<file path="src/rtl/regbank_sweeper.sv">
// Self-test engine for a 2-read/1-write register bank: writes a seed-based
// pattern into every address, then reads it back two registers per cycle.
module regbank_sweeper #(
  parameter int AW = 3,
  parameter int DW = 4
) (
  input  logic          clk,
  input  logic          rst,
  input  logic          start,
  input  logic [DW-1:0] seed,
  output logic [AW-1:0] addrW,
  output logic [DW-1:0] datW,
  output logic          RegWrite,
  output logic [AW-1:0] addrRa,
  output logic [AW-1:0] addrRb,
  input  logic [DW-1:0] datOutRa,
  input  logic [DW-1:0] datOutRb,
  output logic          busy,
  output logic          done,
  output logic          err,
  output logic [AW-1:0] errAddr,
  output logic [AW:0]   errCount
);

  localparam logic [1:0] IDLE  = 2'd0;
  localparam logic [1:0] WRITE = 2'd1;
  localparam logic [1:0] READ  = 2'd2;
  localparam logic [1:0] DONE  = 2'd3;

  localparam int          HALF_I = 2 ** (AW - 1);
  localparam int          LAST_I = 2 ** AW - 1;
  localparam logic [AW-1:0] HALF    = HALF_I[AW-1:0];
  localparam logic [AW-1:0] LAST    = LAST_I[AW-1:0];
  localparam logic [AW-1:0] LAST_RD = HALF - 1'b1;

  logic [1:0]    state;
  logic [DW-1:0] seedQ;
  logic          mA, mB;

  // exp(a) = (seed + a) mod 2**DW, computed wide enough for any AW/DW mix
  function automatic logic [DW-1:0] expOf(input logic [DW-1:0] s, input logic [AW-1:0] a);
    logic [AW+DW-1:0] sum;
    sum = {{AW{1'b0}}, s} + {{DW{1'b0}}, a};
    return sum[DW-1:0];
  endfunction

  assign mA = (datOutRa != expOf(seedQ, addrRa));
  assign mB = (datOutRb != expOf(seedQ, addrRb));

  always_ff @(posedge clk) begin
    if (rst) begin
      state    <= IDLE;
      seedQ    <= '0;
      addrW    <= '0;
      datW     <= '0;
      RegWrite <= 1'b0;
      addrRa   <= '0;
      addrRb   <= '0;
      busy     <= 1'b0;
      done     <= 1'b0;
      err      <= 1'b0;
      errAddr  <= '0;
      errCount <= '0;
    end else begin
      case (state)
        IDLE, DONE: begin
          if (start) begin
            state    <= WRITE;
            seedQ    <= seed;
            busy     <= 1'b1;
            done     <= 1'b0;
            err      <= 1'b0;
            errAddr  <= '0;
            errCount <= '0;
            RegWrite <= 1'b1;
            addrW    <= '0;
            datW     <= seed;
            addrRa   <= '0;
            addrRb   <= '0;
          end
        end
        WRITE: begin
          if (addrW == LAST) begin
            state    <= READ;
            RegWrite <= 1'b0;
            addrW    <= '0;
            datW     <= '0;
            addrRa   <= '0;
            addrRb   <= HALF;
          end else begin
            addrW <= addrW + 1'b1;
            datW  <= expOf(seedQ, addrW + 1'b1);
          end
        end
        READ: begin
          errCount <= errCount + {{AW{1'b0}}, mA} + {{AW{1'b0}}, mB};
          // Only the first mismatch is recorded; port A wins a same-cycle tie
          if (!err && (mA || mB)) begin
            err     <= 1'b1;
            errAddr <= mA ? addrRa : addrRb;
          end
          if (addrRa == LAST_RD) begin
            state  <= DONE;
            addrRa <= '0;
            addrRb <= '0;
            busy   <= 1'b0;
            done   <= 1'b1;
          end else begin
            addrRa <= addrRa + 1'b1;
            addrRb <= addrRb + 1'b1;
          end
        end
        default: state <= IDLE;
      endcase
    end
  end

endmodule
</file>
<file path="config.mk">
export PLATFORM = sky130hd
export DESIGN_NAME = regbank_sweeper
export DESIGN_NICKNAME = d
export VERILOG_FILES = /design/src/rtl/regbank_sweeper.sv
export SDC_FILE = /design/constraint.sdc
export NUM_CORES = 1
export LEC_CHECK = 0
export CAP_MARGIN = 20
export CORE_UTILIZATION = 45
export CTS_CLUSTER_DIAMETER = 50
export DETAILED_ROUTE_END_ITERATION = 12
export MAX_ROUTING_LAYER = met4
export PLACE_DENSITY = 0.75
export SLEW_MARGIN = 10
export SYNTH_ARGS = -nofsm -noshare
export SYNTH_HDL_FRONTEND = slang
export SYNTH_SLANG_ARGS = --single-unit
</file>
<file path="constraint.sdc">
create_clock -name clk -period 2.7 [get_ports clk]
set_clock_uncertainty 0.1 [all_clocks]
set_input_delay 0.54 -clock clk [delete_from_list [all_inputs] [get_ports clk]]
set_output_delay 0.54 -clock clk [all_outputs]
set_load 0.05 [all_outputs]
</file>
==> flow_metrics.py, run 1 <==
metrics = {
    "layout": {
        "postLayoutCoreUtil_pct": 67.1,
        "diodes": 0,
        "final_cell_mix": "38 x clkdlybuf4s50_1, 23 x dfxtp_1, 22 x nor2_1",
        "fin_nets": 301,
        "final_common_cell": "clkdlybuf4s50_1",
        "area_delta_synth_final_pct": 38.9,
        "layout-drive-gt1-share_pct": 17.7,
        "fin_area_sq_um": 2510,
    },
    "power": {
        "irDropWorstVdd_mv": 0.605,
        "p_leak_uw": 0.00101,
        "powerDensity_nw_per_um2": 825,
    },
    "yosys": {
        "ys_types": 38,
        "netlist_top_cells_area": "dfxtp_1 33%, ha_1 12%, a21oi_1 5.3%",
        "synth_seq_cells": 30,
        "yosys.area.top_type": "dfxtp_1",
        "syn_avg_cell_area_sq_um": 8.61,
        "synth_edf_count": 0,
        "seq_area_frac_synth_pct": 33.2,
        "synth_top_area_share_pct": 33.2,
        "synth_area_sq_um": 1810,
        "ys.flop_type": "dfxtp_1",
        "yosys_warnings": 0,
        "synthArstFlopShare_pct": 0,
        "synthesis.nets": 246,
        "syn_inst": 210,
    },
    "drt": {
        "totalWireLength_mm": 4.36,
        "detail-route-antenna-nets": 0,
        "wl_per_cell_um": 13.9,
        "vias": 1716,
        "vias_per_cell": 5.46,
        "initialDrtViolationCount": 68,
        "first_pass_iters": 4,
        "drc_errors": 0,
    },
    "sta": {
        "rsz0062_at_grt": "yes",
        "worst-slew-pin-transition_ns": 0.500,
        "finalHoldViolCount": 0,
        "setup_viol": 0,
        "relSlewSlack_pct": 66.6,
        "fin_crit_sh_pct": 97.9,
        "drv_slew": 0,
        "hold-worst-slack_ns": 0.354,
        "period_minus_slack_ns": 2.64,
        "max_freq_ghz": 0.378,
    },
    "outcome": {
        "status": "complete, no violations",
    },
    "floorplanning": {
        "initial_core_util_pct": 48.3,
        "fp.dieH_um": 65.4,
        "dieArea_sq_um": 4280,
        "io_pins": 39,
        "core.rowCount": 22,
        "core_sq_um": 3740,
        "dieWidth_um": 65.4,
    },
    "cts": {
        "cts.sinks": 30,
        "cts_made_buffers": 5,
        "clock_latency_ns": 0.28,
        "clock_path_buffers": 2,
        "root_buffer": "clkbuf_8",
        "h-tree-depth": 2,
        "clk_pin_slew_worst_paths_ns": 0.07,
        "cts_tree": "yes",
    },
    "placed_design": {
        "place_hpwl_mm": 3.32,
        "gp_congestion": 0.851,
        "io_buffers": 38,
        "placed_cell_area_sq_um": 2390,
    },
    "global_route": {
        "grt.total_usage_pct": 22.9,
        "grt_antenna_before_repair": 0,
        "top_usage_layer": "met2",
        "grt_use_met1_pct": 28.0,
        "met2_usage_pct": 37.8,
        "grt_pass1_vias": 1604,
        "grt_max_degree": 17,
        "grt_pass1_wl_mm": 7.27,
        "use_met3_pct": 5.21,
        "gr-total-overflow": 0,
    },
    "setup_path": {
        "required_ns": 2.78,
        "criticalPathCategory": "reg2reg",
        "crit_path_start_kind": "flip-flop",
        "crit_arrival_ns": 2.72,
        "end_kind": "flip-flop",
        "rr_worst_depth": 13,
        "crit_path_max_fanout": 3,
    },
    "job": {
        "maxCapViolCount": 0,
    },
    "min_path": {
        "hp-class": "reg2reg",
        "whs_path_depth": 2,
    },
}
where the power goes:
| part | switching, uW | total [uW] | internal [uW] |
|---|---|---|---|
| Sequential | 63.9 | 586 | 522 |
| Clock | 165 | 373 | 208 |
| Combinational | 699 | 1110 | 412 |
| Total | 928 | 2070 | 1140 |
worst paths after layout:
kind | slack [ns] | end | startpoint
worst max-delay path | 0.06 | errCount[2] | seedQ[0]
worst min-delay path | 0.35 | errAddr[2] | errAddr[2]
worst max register to register | 0.06 | errCount[2] | seedQ[0]
worst min register to register | 0.35 | errAddr[2] | errAddr[2]
flip-flops by register name (all words and copies together), names as in the netlist:
signal    count
done          1
addrW         3
state         2
addrRb        3
seedQ         4
errCount      4
err           1
datW          4
errAddr       3
addrRa        3
RegWrite      1
busy          1
per-layer routing:
metal | vias up | share of wire, %
met3 | 6 | 5.6
met5 | - | 0
met2 | 59 | 46
li1 | 846 | -
met1 | 805 | 47
met4 | 0 | 1.2
worst max-delay path, cell delays in order (launching register included):
cell and delay (ns):
dfxtp_4 0.36, ha_4 0.16, inv_2 0.05, fa_2 0.43
xnor2_1 0.14, nor2_1 0.10, and4b_4 0.27, clkinv_4 0.06
fa_2 0.38, ha_4 0.18, nand2_2 0.05, mux2i_1 0.06
a22oi_1 0.15, nor2_1 0.06
repair_timing:
item / in CTS / in global routing
hold buffers: 0 / 0
setup endpoints to repair: 2 / 2
buffers inserted: 0 / 1
pin swaps: 4 / 5
gates resized for setup: 2 / 5
synth_stat cells, types with 3 or more instances:
master,instances
nor2_1,22
inv_1,15
o21ai_0,7
xor2_1,4
a221oi_1,3
nor3_1,8
nand2_1,21
a31oi_1,3
clkbuf_1,5
ha_1,17
nand3_1,5
o32ai_1,3
dfxtp_1,30
fa_1,4
a21oi_1,19
a22oi_1,3
nand2b_1,3
mux2i_1,5
xnor2_1,6
a32oi_1,3
per-stage QoR:
stage                     power, uW  setup TNS, ns  setup slack [ns]  instances
after floorplan                1340        -0.0563           -0.0366        210
after global placement         1650         -0.266            -0.135        305
after detailed placement       1670         -0.406            -0.205        305
after CTS                      2050              0            0.0182        313
after global routing           2210         -0.152           -0.0783        314
final                          2070              0            0.0560        314
area by class of cell:
cell class | instances | area (sq um)
multi-input cells | 157 | 1160
clock buffers | 8 | 90.1
fillers | 318 | 1230
inverters | 17 | 73.8
flip-flops and latches | 30 | 622
repair buffers | 54 | 500
well taps | 48 | 60.1
kinds of logic after synthesis:
logic type / count (synthesis) / share of synthesized area, %
flip-flops: 30 / 33.2
AO/OA/AOI/OAI: 49 / 17.8
AND/OR/NAND/NOR: 71 / 18.5
adder cells (fa/ha/maj): 21 / 16.2
multiplexers: 5 / 2.77
buffers and inverters: 23 / 5.40
XOR/XNOR: 11 / 6.09
No activity file was read; power rests on OpenSTA's default activity.
==> run 2: changes to the inputs <==
Settings changed: CORE_MARGIN set to 1, GPL_ROUTABILITY_DRIVEN set to 0.
==> results of run 2 <==
No change in the layout: final DEF, timing and power equal those of run 1.
==> run 3: changes to the inputs <==
==> constraint.sdc (replaced) <==
create_clock -name clk -period 2.7 [get_ports clk]
set_clock_uncertainty 0.1 [all_clocks]
set_input_delay 0.405 -clock clk [delete_from_list [all_inputs] [get_ports clk]]
set_output_delay 0.405 -clock clk [all_outputs]
set_load 0.05 [all_outputs]
==> run 3 against run 2 <==
  * Worst setup slack worse by 0.041 ns
  * Total power is 2.1% lower
  * Largest cell class unchanged
  * Count of clock-buffer cells in the layout is 1 lower
  * First-iteration DRC count is 18% lower
  * Critical path type unchanged
==> flow_metrics.py, run 3 (synthesized netlist as in run 1, its figures left out) <==
metrics = {
    "outcome": {
        "status": "complete, no violations",
    },
    "floorplanning": {
        "initial_core_util_pct": 48.3,
        "fp.dieH_um": 65.4,
        "dieArea_sq_um": 4280,
        "io_pins": 39,
        "core.rowCount": 22,
        "core_sq_um": 3740,
        "dieWidth_um": 65.4,
    },
    "drt": {
        "initialDrtViolationCount": 56,
        "detail-route-antenna-nets": 0,
        "wl_per_cell_um": 13.5,
        "first_pass_iters": 4,
        "totalWireLength_mm": 4.22,
        "vias": 1683,
        "drc_errors": 0,
        "vias_per_cell": 5.39,
    },
    "setup_path": {
        "critPathBufInv": 2,
        "crit_path_start_kind": "flip-flop",
        "r2r_setup_slack_ns": 0.01,
        "rr_worst_depth": 13,
        "crit_arrival_ns": 2.76,
        "crit_path_max_fanout": 3,
        "end_kind": "flip-flop",
        "critical_path.top_delay_family": "adder cells",
        "criticalPathCategory": "reg2reg",
        "required_ns": 2.77,
        "cp_slowest_stage_delay_ns": 0.44,
        "path_cells": "ha_4 > inv_2 > fa_2 > xnor2_2 > nor3_1 > and3_4 > clkinv_4 > fa_2 > ha_2 > nand2_1 > mux2i_1 > a22oi_1 > nor2_1",
        "cpMostUsedCell": "fa_2",
        "cp_slowest_cell": "fa_2",
        "r2r-start": "seedQ[0]",
        "r2r-end": "errCount[2]",
    },
    "min_path": {
        "hold_path_end": "errAddr[2]",
        "whs_path_depth": 2,
        "hp-class": "reg2reg",
        "min_from": "errAddr[2]",
    },
    "layout": {
        "postLayoutCoreUtil_pct": 66.4,
        "layout-drive-gt1-share_pct": 16.7,
        "final_cell_mix": "38 x clkdlybuf4s50_1, 23 x dfxtp_1, 22 x nor2_1",
        "area_delta_synth_final_pct": 37.4,
        "final_common_cell": "clkdlybuf4s50_1",
        "diodes": 0,
        "reg_top3": "datW: 4 flops, errCount: 4 flops, seedQ: 4 flops",
        "fin_nets": 299,
    },
    "sta": {
        "period_minus_slack_ns": 2.69,
        "drv_slew": 0,
        "finalHoldViolCount": 0,
        "relSlewSlack_pct": 65.6,
        "max_freq_ghz": 0.372,
        "rsz0062_at_grt": "yes",
        "setup_viol": 0,
        "worst-slew-pin-transition_ns": 0.517,
        "fin_crit_sh_pct": 99.5,
    },
    "global_route": {
        "gr-total-overflow": 0,
        "grt_antenna_before_repair": 0,
        "grt_pass1_wl_mm": 6.99,
        "grt.total_usage_pct": 22.3,
        "grt_max_degree": 22,
        "grt_pass1_vias": 1532,
    },
    "placed_design": {
        "place_hpwl_mm": 3.19,
        "io_buffers": 38,
    },
    "power": {
        "intPower_uw": 1120,
        "powerDensity_nw_per_um2": 816,
        "comb_power_share_pct": 52.9,
        "power.total_uw": 2030,
        "p_sw_share_pct": 44.6,
        "irDropWorstVdd_mv": 0.572,
        "switchingPower_uw": 904,
        "p_leak_uw": 0.00101,
        "pwr-share-clk_pct": 18.3,
        "power_frac_seq_pct": 28.9,
    },
    "cts": {
        "h-tree-depth": 2,
        "clock_path_buffers": 2,
        "cts_made_buffers": 5,
        "clk_pin_slew_worst_paths_ns": 0.06,
        "cts_hold_buf": 0,
        "root_buffer": "clkbuf_8",
        "cts_tree": "yes",
        "clock_latency_ns": 0.29,
        "cts.sinks": 30,
    },
    "job": {
        "maxCapViolCount": 0,
    },
}
## run 3: cell count changes in the layout (fill, tap and decap cells not counted), sizes merged
cell	before	now
buf	16	14
clkinv	2	3
clkbuf	8	7
## run 3: per-stage QoR
| step | instance area [sq um] | hold slack [ns] | setup WS [ns] | TNS [ns] | cells |
|---|---|---|---|---|---|
| 2_1_floorplan | 1860 | 0.373 | -0.0366 | -0.0563 | 210 |
| 3_3_place_gp | 2370 | 0.349 | -0.0199 | -0.0360 | 302 |
| 3_5_place_dp | 2370 | 0.349 | -0.0851 | -0.156 | 302 |
| 4_1_cts | 2460 | 0.359 | 0.00395 | 0 | 310 |
| 5_1_grt | 2480 | 0.383 | -0.122 | -0.268 | 312 |
| 6_report | 2480 | 0.355 | 0.0147 | 0 | 312 |
## run 3: worst max-delay path by stage
stage | startpoint | endpoint | cells past startpoint
2_1_floorplan | addrRb[0] | errCount[2] | 13
4_1_cts | seedQ[0] | errCount[2] | 13
3_5_place_dp | seedQ[0] | errCount[2] | 13
6_report | seedQ[0] | errCount[2] | 13
5_1_grt | seedQ[0] | errCount[2] | 13
3_3_place_gp | seedQ[0] | errCount[1] | 11
## run 3: repair_timing
action                     in CTS  in global routing
buffers inserted                0                  2
setup endpoints to repair       2                  2
hold endpoints to repair        0                  0
pin swaps                       3                  3
resized for setup               2                  2
## run 3: power groups by stage
stage,Combinational [uW],Clock [uW],Sequential [uW]
floorplan,566,0,772
global placement,1040,0,592
detailed placement,1050,0,593
global route,1180,403,594
finish,1070,370,585
CTS,1060,385,585
## run 3: per-layer routing
metal	part of all wire (%)	global-route usage, %
met4	1.4	8.15
met5	0	-
met2	47	35.2
met3	6.4	5.73
met1	46	27.3
## run 3: area by class of cell
class	count	area [sq um]
fill	333	1260
clock buffer	7	86.3
timing repair buffer	52	485
clock inverter	1	5.00
inverter	17	73.8
sequential	30	622
multi-input combinational	157	1150
tap	48	60.1
## run 3: worst reg2reg max path, delay by kind of cell (launching register included)
kind | cells | cell delay, ns
compound gates | 1 | 0.15
xor+xnor | 1 | 0.14
simple gates | 4 | 0.52
fa+ha+maj | 4 | 1.15
buf+inv | 2 | 0.11
flops | 1 | 0.36
mux | 1 | 0.06
